**src/rtl/fp16_add_sequencer.sv**
```systemverilog
// rtl/fp16_add_sequencer.sv - multi-cycle FP16 adder/subtractor with a valid/ready handshake
//
// Adds or subtracts two FP16 values one step per clock: ARRANGE orders the
// operands and catches the cancellation/infinity cases, ALIGN shifts the smaller
// mantissa one bit per cycle, ADD combines the mantissas, NORM shifts the result
// left one bit per cycle and DONE holds the result until it is taken.
// Rounding is not performed; shifted-out bits are truncated.
//
// Ports:
//   clk        clock, rising edge
//   rst        asynchronous active-high reset
//   in_valid   operand pair a/b/sub is valid
//   in_ready   block can accept an operation (IDLE only)
//   a, b       FP16 operands (sign[15], exp[14:10], mant[9:0])
//   sub        1: a-b, 0: a+b
//   out_valid  result is valid (DONE only)
//   out_ready  consumer accepts the result
//   result     registered FP16 result
//   busy       high in every state except IDLE

module fp16_add_sequencer (
  input  logic        clk,
  input  logic        rst,
  input  logic        in_valid,
  output logic        in_ready,
  input  logic [15:0] a,
  input  logic [15:0] b,
  input  logic        sub,
  output logic        out_valid,
  input  logic        out_ready,
  output logic [15:0] result,
  output logic        busy
);

  typedef enum logic [2:0] {
    IDLE    = 3'd0,
    ARRANGE = 3'd1,
    ALIGN   = 3'd2,
    ADD     = 3'd3,
    NORM    = 3'd4,
    DONE    = 3'd5
  } state_t;

  state_t      state;
  logic [15:0] op_a;
  logic [15:0] op_b;       // b with the effective sign (b[15]^sub) folded in
  logic        sign_l;     // sign of L; reused as the result sign through NORM
  logic        sign_s;
  logic [4:0]  exp_r;      // L.exp; becomes the working exponent in ADD/NORM
  logic [4:0]  moves;
  logic [3:0]  shift_cnt;
  logic [10:0] lm;         // L mantissa; reused as the working mantissa in NORM
  logic [10:0] sm;

  // ARRANGE: operand ordering, A wins ties
  logic        a_is_l;
  logic [15:0] l_op;
  logic [15:0] s_op;

  assign a_is_l = (op_a[14:10] >= op_b[14:10]);
  assign l_op   = a_is_l ? op_a : op_b;
  assign s_op   = a_is_l ? op_b : op_a;

  // ADD: mantissa combine
  logic [11:0] sum12;
  logic [10:0] add_mant;
  logic [4:0]  add_exp;
  logic        add_sign;
  logic        add_inf;

  assign sum12 = {1'b0, lm} + {1'b0, sm};

  always_comb begin
    add_mant = sum12[10:0];
    add_exp  = exp_r;
    add_sign = sign_l;
    add_inf  = 1'b0;
    if (sign_l == sign_s) begin
      if (sum12[11]) begin
        add_mant = sum12[11:1];
        add_exp  = exp_r + 5'd1;
        add_inf  = (exp_r == 5'd30);
      end
    end else if (lm >= sm) begin
      add_mant = lm - sm;
    end else begin
      // Only reachable with equal exponents, where S can be the larger magnitude
      add_mant = sm - lm;
      add_sign = sign_s;
    end
  end

  // NORM: one left shift per cycle
  logic [10:0] norm_mant;
  logic [4:0]  norm_exp;

  assign norm_mant = {lm[9:0], 1'b0};
  assign norm_exp  = exp_r - 5'd1;

  always_ff @(posedge clk or posedge rst) begin
    if (rst) begin
      state     <= IDLE;
      in_ready  <= 1'b0;
      out_valid <= 1'b0;
      busy      <= 1'b0;
      result    <= 16'h0000;
      op_a      <= 16'h0000;
      op_b      <= 16'h0000;
      sign_l    <= 1'b0;
      sign_s    <= 1'b0;
      exp_r     <= 5'd0;
      moves     <= 5'd0;
      shift_cnt <= 4'd0;
      lm        <= 11'd0;
      sm        <= 11'd0;
    end else begin
      case (state)
        IDLE: begin
          if (in_valid && in_ready) begin
            op_a     <= a;
            op_b     <= {b[15] ^ sub, b[14:0]};
            in_ready <= 1'b0;
            busy     <= 1'b1;
            state    <= ARRANGE;
          end else begin
            in_ready <= 1'b1;
          end
        end

        ARRANGE: begin
          if ((op_a[14:0] == op_b[14:0]) && (op_a[15] != op_b[15])) begin
            result    <= 16'h0000;
            out_valid <= 1'b1;
            state     <= DONE;
          end else if (op_a[14:10] == 5'h1F) begin
            result    <= {op_a[15], 5'h1F, 10'h000};
            out_valid <= 1'b1;
            state     <= DONE;
          end else if (op_b[14:10] == 5'h1F) begin
            result    <= {op_b[15], 5'h1F, 10'h000};
            out_valid <= 1'b1;
            state     <= DONE;
          end else begin
            sign_l    <= l_op[15];
            sign_s    <= s_op[15];
            exp_r     <= l_op[14:10];
            moves     <= l_op[14:10] - s_op[14:10];
            lm        <= {l_op[14:10] != 5'd0, l_op[9:0]};
            sm        <= {s_op[14:10] != 5'd0, s_op[9:0]};
            shift_cnt <= 4'd0;
            // Equal exponents need no alignment, so ALIGN is skipped entirely
            state     <= (l_op[14:10] == s_op[14:10]) ? ADD : ALIGN;
          end
        end

        ALIGN: begin
          sm        <= sm >> 1;
          moves     <= moves - 5'd1;
          shift_cnt <= shift_cnt + 4'd1;
          // After 11 shifts S is all zeros, so further shifting is pointless
          if ((moves == 5'd1) || (shift_cnt == 4'd10)) begin
            state <= ADD;
          end
        end

        ADD: begin
          if (add_inf) begin
            result    <= {add_sign, 5'h1F, 10'h000};
            out_valid <= 1'b1;
            state     <= DONE;
          end else if (add_mant == 11'd0) begin
            result    <= 16'h0000;
            out_valid <= 1'b1;
            state     <= DONE;
          end else if (add_mant[10]) begin
            result    <= {add_sign, add_exp, add_mant[9:0]};
            out_valid <= 1'b1;
            state     <= DONE;
          end else if (exp_r <= 5'd1) begin
            // No room to normalise: flush to signed zero
            result    <= {add_sign, 15'h0000};
            out_valid <= 1'b1;
            state     <= DONE;
          end else begin
            lm     <= add_mant;
            sign_l <= add_sign;
            state  <= NORM;
          end
        end

        NORM: begin
          if (norm_mant[10]) begin
            result    <= {sign_l, norm_exp, norm_mant[9:0]};
            out_valid <= 1'b1;
            state     <= DONE;
          end else if (norm_exp == 5'd1) begin
            result    <= {sign_l, 15'h0000};
            out_valid <= 1'b1;
            state     <= DONE;
          end else begin
            lm    <= norm_mant;
            exp_r <= norm_exp;
          end
        end

        DONE: begin
          if (out_ready) begin
            out_valid <= 1'b0;
            busy      <= 1'b0;
            in_ready  <= 1'b1;
            state     <= IDLE;
          end
        end

        default: begin
          state <= IDLE;
        end
      endcase
    end
  end

endmodule
```
**config.mk**
```make
export PLATFORM = sky130hd
export DESIGN_NAME = fp16_add_sequencer
export DESIGN_NICKNAME = d
export VERILOG_FILES = /design/src/rtl/fp16_add_sequencer.sv
export SDC_FILE = /design/constraint.sdc
export NUM_CORES = 1
export LEC_CHECK = 0
export ABC_AREA = 1
export CELL_PAD_IN_SITES_DETAIL_PLACEMENT = 0
export CELL_PAD_IN_SITES_GLOBAL_PLACEMENT = 1
export CORE_MARGIN = 1
export CORE_UTILIZATION = 26
export DETAILED_ROUTE_END_ITERATION = 10
export PLACE_DENSITY_LB_ADDON = 0.2
export SYNTH_ARGS = -nofsm -noshare
export SYNTH_HDL_FRONTEND = slang
export SYNTH_SLANG_ARGS = --single-unit
```
**constraint.sdc**
```tcl
create_clock -name clk -period 3.38 [get_ports clk]
set_input_delay 0.507 -clock clk [delete_from_list [all_inputs] [get_ports clk]]
set_output_delay 0.507 -clock clk [all_outputs]
set_load 0.01 [all_outputs]
```
==> key figures, run 1 <==
Global routing
  – GRT Total Usage: 17.6%
  – Overflow left after global routing: 0
  – Initial antenna violation count: 0
  – Vias in the first global route: 7193
  – First-pass GRT wire length: 41000 um
  – Maximum number of pins on one net before global-route repair: 48

Die
  – Initial Util: about a quarter
  – Core ar.: just under 30000 um2
  – Die Wd: 174 um
  – IO Pins: 56
  – Num rows: 62
  – Die height: 174 um
  – Die area: 30100 um2

STA
  – Setup Viol. Count Final: 0
  – Fin. max-slew vios: 0
  – Slew @ Worst Pin: 0.677 ns
  – Fin. Hold Viols: 0
  – Crit share post-route: 92.0%
  – Worst Hold Slack: about 0.48 ns
  – Clk_skew: between 0.01 and 0.015 ns
  – Rel. slew slack: 54.4%
  – Final setup TNS: 0 ns
  – Tmin final: 3.11 ns
  – RSZ-0062 raised after global routing: no
  – FMAX: 322 MHz

Routing
  – Vias: 7364
  – Routed WL per cell: 15.8 um
  – ANT nets after route: 0
  – Residual DRC: 0
  – WL final: 25400 um
  – DR iter-0 viols: around 350
  – Pre-antenna DRT Iters: 5
  – Avg Vias per Cell: 4.56

Final layout
  – Area grow syn2layout: 20.6%
  – Layout Nets: 1311
  – Commonest non-fill, non-tap cell in the layout: nand2_1
  – Util after Layout: 32.0%
  – N_diodes: 0
  – Non-Filler Instances: 1614
  – Share of cells above drive strength 1: 11.4%
  – Most frequent cells in the layout: 354 x nand2_1, 160 x inv_1, 89 x o21ai_0

Hold path
  – Hold Crit Class: flop to flop

Logic synthesis
  – Post-Syn Instances: 1146
  – Async SR Flop Fraction: 100%
  – #FFs+latches synth: 92
  – Syn Area/Cell: 6.67 um2
  – Ys Warns: 0
  – Post-synth EDFFs: 0
  – Synthesized area: 7650 um2
  – Yosys cell types: 47
  – Synth Net Count: 1232
  – Sequential area share after synthesis: 30.1%
  – Dominant synthesized flop cell: dfrtp_1

Placement
  – Final RePlAce weighted congestion: a little under 0.9
  – Buffers on Ports: 55
  – Post-DP HPWL: 21000 um
  – Cell Count Post-Placement: 1590

Clock network
  – CTS clock-pin slew for the worst setup and hold paths: 0.07 ns
  – Number of H-tree levels: 3
  – CTS tree: done
  – Root buffer cell: clkbuf_16
  – Num CTS Buffers: 9
  – Clock sinks: between 90 and 100
  – Maximum clock path buffer count: 2
  – Worst skew pair latency: 0.36 ns

Critical path
  – Worst path max stage delay: ~0.45 ns
  – Cell breakdown of the critical path: inv_1, ha_2, buf_4, nor2_1, nand2_1, nor2_2, nand2_2, nand3_4, nand3_1, nand3_1, nand2_1, inv_1, nand2_1, nor2_2, nand2_2, nand3_4, nand3_4, buf_4, nand2_2, nand2_1
  – Crit Path Max Fanout: 10
  – CP startpoint kind: flop
  – Worst setup EP type: flop
  – Crit Path Category: flop to flop
  – Slowest-stage cell, CP: dfrtp_2
  – Most frequent CP cell: nand2_1
  – Critical Path RT: 3.62 ns
  – Arr. time, crit path: around 3.4 ns

Run
  – Max-cap viol count: 0

Status
  – Outcome: finished clean
## final timing paths
path / from / to / slack (ns) / cells after the start
worst max-delay path: lm[8] / result[7] / 0.27 / 20
worst max register to register: lm[8] / result[7] / 0.27 / 20
min in group asynchronous: rst / op_b[4] / 0.59 / 2
worst min register to register: result[0] / result[0] / 0.48 / 2
max in group asynchronous: rst / lm[0] / 2.09 / 3
worst min-delay path: result[0] / result[0] / 0.48 / 2
## logic make-up after synthesis
group | synth area share [%]
flip-flops | 30.1
buffers and inverters | 10.6
AO/OA/AOI/OAI | 13.6
adder cells (fa/ha/maj) | 8.31
AND/OR/NAND/NOR | 34.7
XOR/XNOR | 2.62
## cell usage after synthesis, drive strengths merged, types with 3 or more instances
| master | number | area share, % |
|---|---|---|
| nand2 | 381 | 20 |
| inv | 167 | 8.2 |
| o21ai | 101 | 7.1 |
| dfrtp | 92 | 30 |
| nor2 | 86 | 4.7 |
| nand3 | 80 | 5.8 |
| a21oi | 50 | 3.6 |
| ha | 46 | 7.5 |
| nand4 | 37 | 3.0 |
| buf | 18 | 1.7 |
| xor2 | 17 | 1.9 |
| clkbuf | 14 | 0.69 |
| o211ai | 11 | 1.1 |
| nor3 | 7 | 0.46 |
| o22ai | 6 | 0.49 |
| xnor2 | 5 | 0.67 |
| a22oi | 3 | 0.29 |
| fa | 3 | 0.79 |
| o21a | 3 | 0.29 |
| or2 | 3 | 0.25 |
## critical path, delay by kind of cell, from the launching register on
| family | cells | cell delay, ns |
|---|---|---|
| simple gates | 15 | 1.60 |
| buf+inv | 4 | 0.59 |
| fa+ha+maj | 1 | 0.34 |
| flops | 1 | 0.45 |
## metal layers
metal / track usage (%) / wire length (um) / vias to the layer above
li1: - / - / 3837
met1: 26.1 / 13200 / 3360
met2: 26.3 / 10800 / 142
met3: 2.89 / 1020 / 25
met4: 4.02 / 412 / 0
met5: 0 / 0 / -
## through the flow
step                      worst slack (ns)  area [um2]
final                                0.272        9220
after detailed placement            0.0151        8820
after global placement               0.109        8820
after CTS                           0.0773        9100
after global routing               0.00499        9220
after floorplan                      0.481        7650
## state kept, by name, summed over array words and instances (netlist names)
signal / flops
sign_s: 1
op_a: 16
state: 3
result: 16
out_valid: 1
busy: 1
op_b: 16
in_ready: 1
sign_l: 1
sm: 11
exp_r: 5
shift_cnt: 4
moves: 5
lm: 11
## final cells by class
cell class | count | area (um2)
clock inverters | 5 | 42.5
inverters | 169 | 637
clock buffers | 11 | 243
fillers | 3220 | 19600
flip-flops and latches | 92 | 2310
repair buffers | 100 | 913
well taps | 384 | 480
multi-input cells | 853 | 4600
## what timing repair did
| item | CTS | global route |
|---|---|---|
| hold buffers | 0 | 0 |
| gates resized for setup | 1 | 18 |
| setup buffers | 0 | 8 |
| pin swaps | 0 | 4 |
| endpoints found under the setup margin | 8 | 27 |
Power of run 1 is not shown: default switching activity piles up to over one toggle a cycle in this logic, so the estimate is an artifact.
==> inputs of run 2 (changes only) <==
--- a/config.mk
+++ b/config.mk
@@ -12,6 +12,7 @@
 export CORE_UTILIZATION = 26
 export DETAILED_ROUTE_END_ITERATION = 10
 export PLACE_DENSITY_LB_ADDON = 0.2
+export RECOVER_POWER = 100
 export SYNTH_ARGS = -nofsm -noshare
 export SYNTH_HDL_FRONTEND = slang
 export SYNTH_SLANG_ARGS = --single-unit
==> run 2 against run 1 <==
Against the previous run: the run now ends with max-capacitance violations, max-slew violations left; critical path depth rose by 2; cell area shrank 0.61%; clock skew grew 0.00051 ns; flip-flop and latch count unchanged; worst setup slack improved by 0.026 ns.
==> key figures, run 2 (synthesis gave the netlist of run 1 again) <==
Final layout
  – N_diodes: 0 (unchanged)
  – Most frequent cells in the layout: 360 x nand2_1, 161 x inv_1, 91 x o21ai_0 (was 354 x nand2_1, 160 x inv_1, 89 x o21ai_0)
  – Commonest non-fill, non-tap cell in the layout: nand2_1 (unchanged)
  – Fillers: 3235 (was 3220)
  – Share of cells above drive strength 1: 10.4% (was 11.4%)
  – Largest registers: op_a x16, op_b x16, result x16 (unchanged)
  – Layout Nets: 1311 (unchanged)
  – Area grow syn2layout: 19.9% (was 20.6%)
  – Non-Filler Instances: 1614 (unchanged)

Clock network
  – Clock sinks: 92 (unchanged)
  – Worst skew pair latency: 0.36 ns (about the same)
  – CTS clock-pin slew for the worst setup and hold paths: 0.08 ns (was 0.07 ns)
  – Number of H-tree levels: 3 (unchanged)
  – Root buffer cell: clkbuf_16 (unchanged)
  – Hold_buf cts: 0 (unchanged)
  – Num CTS Buffers: 9 (unchanged)
  – Maximum clock path buffer count: 2 (unchanged)
  – CTS tree: done (unchanged)

STA
  – Crit share post-route: 91.2% (was 92.0%)
  – RSZ-0062 raised after global routing: no (unchanged)
  – Tmin final: 3.08 ns (was 3.11 ns)
  – Slew @ Worst Pin: 2.08 ns (was 0.677 ns)
  – Rel. slew slack: -39.7% (was 54.4%)
  – FMAX: 324 MHz (was 322 MHz)
  – Clk_skew: 0.0154 ns (was 0.0149 ns)
  – Fin. Hold Viols: 0 (unchanged)
  – Setup Viol. Count Final: 0 (unchanged)
  – Fin. max-slew vios: 47 (was 0)
  – Final setup TNS: 0 ns (unchanged)

Critical path
  – CP startpoint kind: flop (unchanged)
  – Crit Reg-Reg Endpoint: result[8] (was result[7])
  – Most frequent CP cell: nand2_1 (unchanged)
  – Worst reg-to-reg setup slack: 0.30 ns (was 0.27 ns)
  – Launch point of the worst reg-to-reg path: sm[0] (was lm[8])
  – Setup crit start: sm[0] (was lm[8])
  – Reg2Reg Depth: 22 (was 20)
  – Crit Path Max Fanout: 10 (unchanged)
  – Slowest-stage cell, CP: fa_1 (was dfrtp_2)
  – Worst setup EP type: flop (unchanged)
  – CP endpoint: result[8] (was result[7])
  – Crit Path Category: flop to flop (unchanged)
  – Critical Path RT: 3.62 ns (about the same)
  – Worst path max stage delay: 0.43 ns (was 0.45 ns)
  – Cell breakdown of the critical path: inv_1, ha_1, fa_1, inv_1, nand2_1, nand2_1, nand2_1, nand3_1, nand2_1, nand2_1, nand2_1, nand2_1, nand2_1, nand2_1, nand2_1, nor2_2, nand2_2, nand3_4, nand3_4, buf_4, nand2_1, nand2_1 (was inv_1, ha_2, buf_4, nor2_1, nand2_1, nor2_2, nand2_2, nand3_4, nand3_1, nand3_1, nand2_1, inv_1, nand2_1, nor2_2, nand2_2, nand3_4, nand3_4, buf_4, nand2_2, nand2_1)
  – Arr. time, crit path: 3.32 ns (was 3.35 ns)

Die
  – Die height: 174 um (unchanged)
  – Die area: 30100 um2 (unchanged)
  – Initial Util: 26.5% (unchanged)
  – Core ar.: 28900 um2 (unchanged)
  – Num rows: 62 (unchanged)
  – Die Wd: 174 um (unchanged)
  – IO Pins: 56 (unchanged)

Routing
  – Avg Vias per Cell: 4.54 (was 4.56)
  – WL final: 25400 um (about the same)
  – ANT nets after route: 0 (unchanged)
  – DR iter-0 viols: 358 (was 351)
  – Routed WL per cell: 15.7 um (was 15.8 um)
  – Pre-antenna DRT Iters: 5 (unchanged)
  – Residual DRC: 0 (unchanged)
  – Vias: 7335 (was 7364)

Placement
  – Cell Count Post-Placement: 1590 (unchanged)
  – Final RePlAce weighted congestion: 0.895 (unchanged)
  – Buffers on Ports: 55 (unchanged)
  – Post-DP HPWL: 21000 um (unchanged)

Hold path
  – Hold Crit Class: flop to flop (unchanged)

Global routing
  – Met3 usage: 2.89% (unchanged)
  – Met2 Use GR: 26.3% (unchanged)
  – Overflow left after global routing: 0 (unchanged)
  – First-pass GRT wire length: 41000 um (unchanged)
  – Vias in the first global route: 7193 (unchanged)
  – Initial antenna violation count: 0 (unchanged)
  – GRT Total Usage: 17.6% (unchanged)
  – GRT Max-Usage Layer: met2 (unchanged)
  – M1 GR Usage: 26.1% (unchanged)
  – Maximum number of pins on one net before global-route repair: 48 (unchanged)

Status
  – Violated checks: max-capacitance violations, max-slew violations
  – Outcome: finished with violations (was finished clean)

Run
  – Max-cap viol count: 1 (was 0)
-- run 2: changes by cell type in the layout (fill, tap and decap cells not counted), sizes merged --
cell	before	now
inv	170	169
clkinvlp	0	1
dlygate4sd3	0	20
clkdlybuf4s50	55	35
clkbuf	11	19
buf	45	37
-- run 2: repair_timing --
item	CTS	global route
gates resized for setup	1	18
endpoints found under the hold margin	0	0
pin swaps	0	4
setup buffers	0	8
endpoints found under the setup margin	8	27
-- run 2: layer usage --
metal | vias up | part of all wire (%)
met4 | 0 | 1.6
met3 | 25 | 4.4
met1 | 3331 | 52
met5 | - | 0
met2 | 142 | 42
li1 | 3837 | -
-- run 2: final cells by class --
cell class / instances / area, um2 / share of cell area [%]
Multi-Input combinational cell: 853 / 4570 / 49.9
Sequential cell: 92 / 2310 / 25.2
Tap cell: 384 / 480 / 5.24
Clock inverter: 5 / 42.5 / 0.464
Timing Repair Buffer: 100 / 888 / 9.69
Clock buffer: 11 / 243 / 2.65
Inverter: 169 / 636 / 6.93
-- run 2: per-stage QoR --
step                setup WS [ns]  utilization (%)  hold WS [ns]  cell area (um2)
floorplan                   0.481                -         0.493             7650
global placement            0.109             30.6         0.463             8820
detailed placement         0.0151             30.6         0.462             8820
CTS                        0.0773             31.6         0.478             9100
global route               0.0154             31.8         0.491             9170
finish                      0.298             31.8         0.465             9170
-- run 2: critical path, delay by kind of cell (launching register included) --
| family | cells | cell delay, ns |
|---|---|---|
| simple gates | 17 | 1.47 |
| buf+inv | 3 | 0.43 |
| flops | 1 | 0.41 |
| fa+ha+maj | 2 | 0.63 |
-- run 2: worst min-delay path by stage --
stage | startpoint | to | depth (start not counted)
after floorplan | lm[9] | lm[9] | 2
after global routing | result[11] | result[11] | 2
after CTS | result[10] | result[10] | 2
after detailed placement | result[10] | result[10] | 2
final | result[2] | result[2] | 2
after global placement | result[10] | result[10] | 2
Power of run 2 is left out for the same reason.
==> inputs of run 3 (changes only) <==
--- a/config.mk
+++ b/config.mk
@@ -16,3 +16,4 @@
 export SYNTH_ARGS = -nofsm -noshare
 export SYNTH_HDL_FRONTEND = slang
 export SYNTH_SLANG_ARGS = --single-unit
+export TNS_END_PERCENT = 30
==> results of run 3 <==
Final layout, timing and power as in run 2 (identical DEF).
Power of run 3 is left out for the same reason.
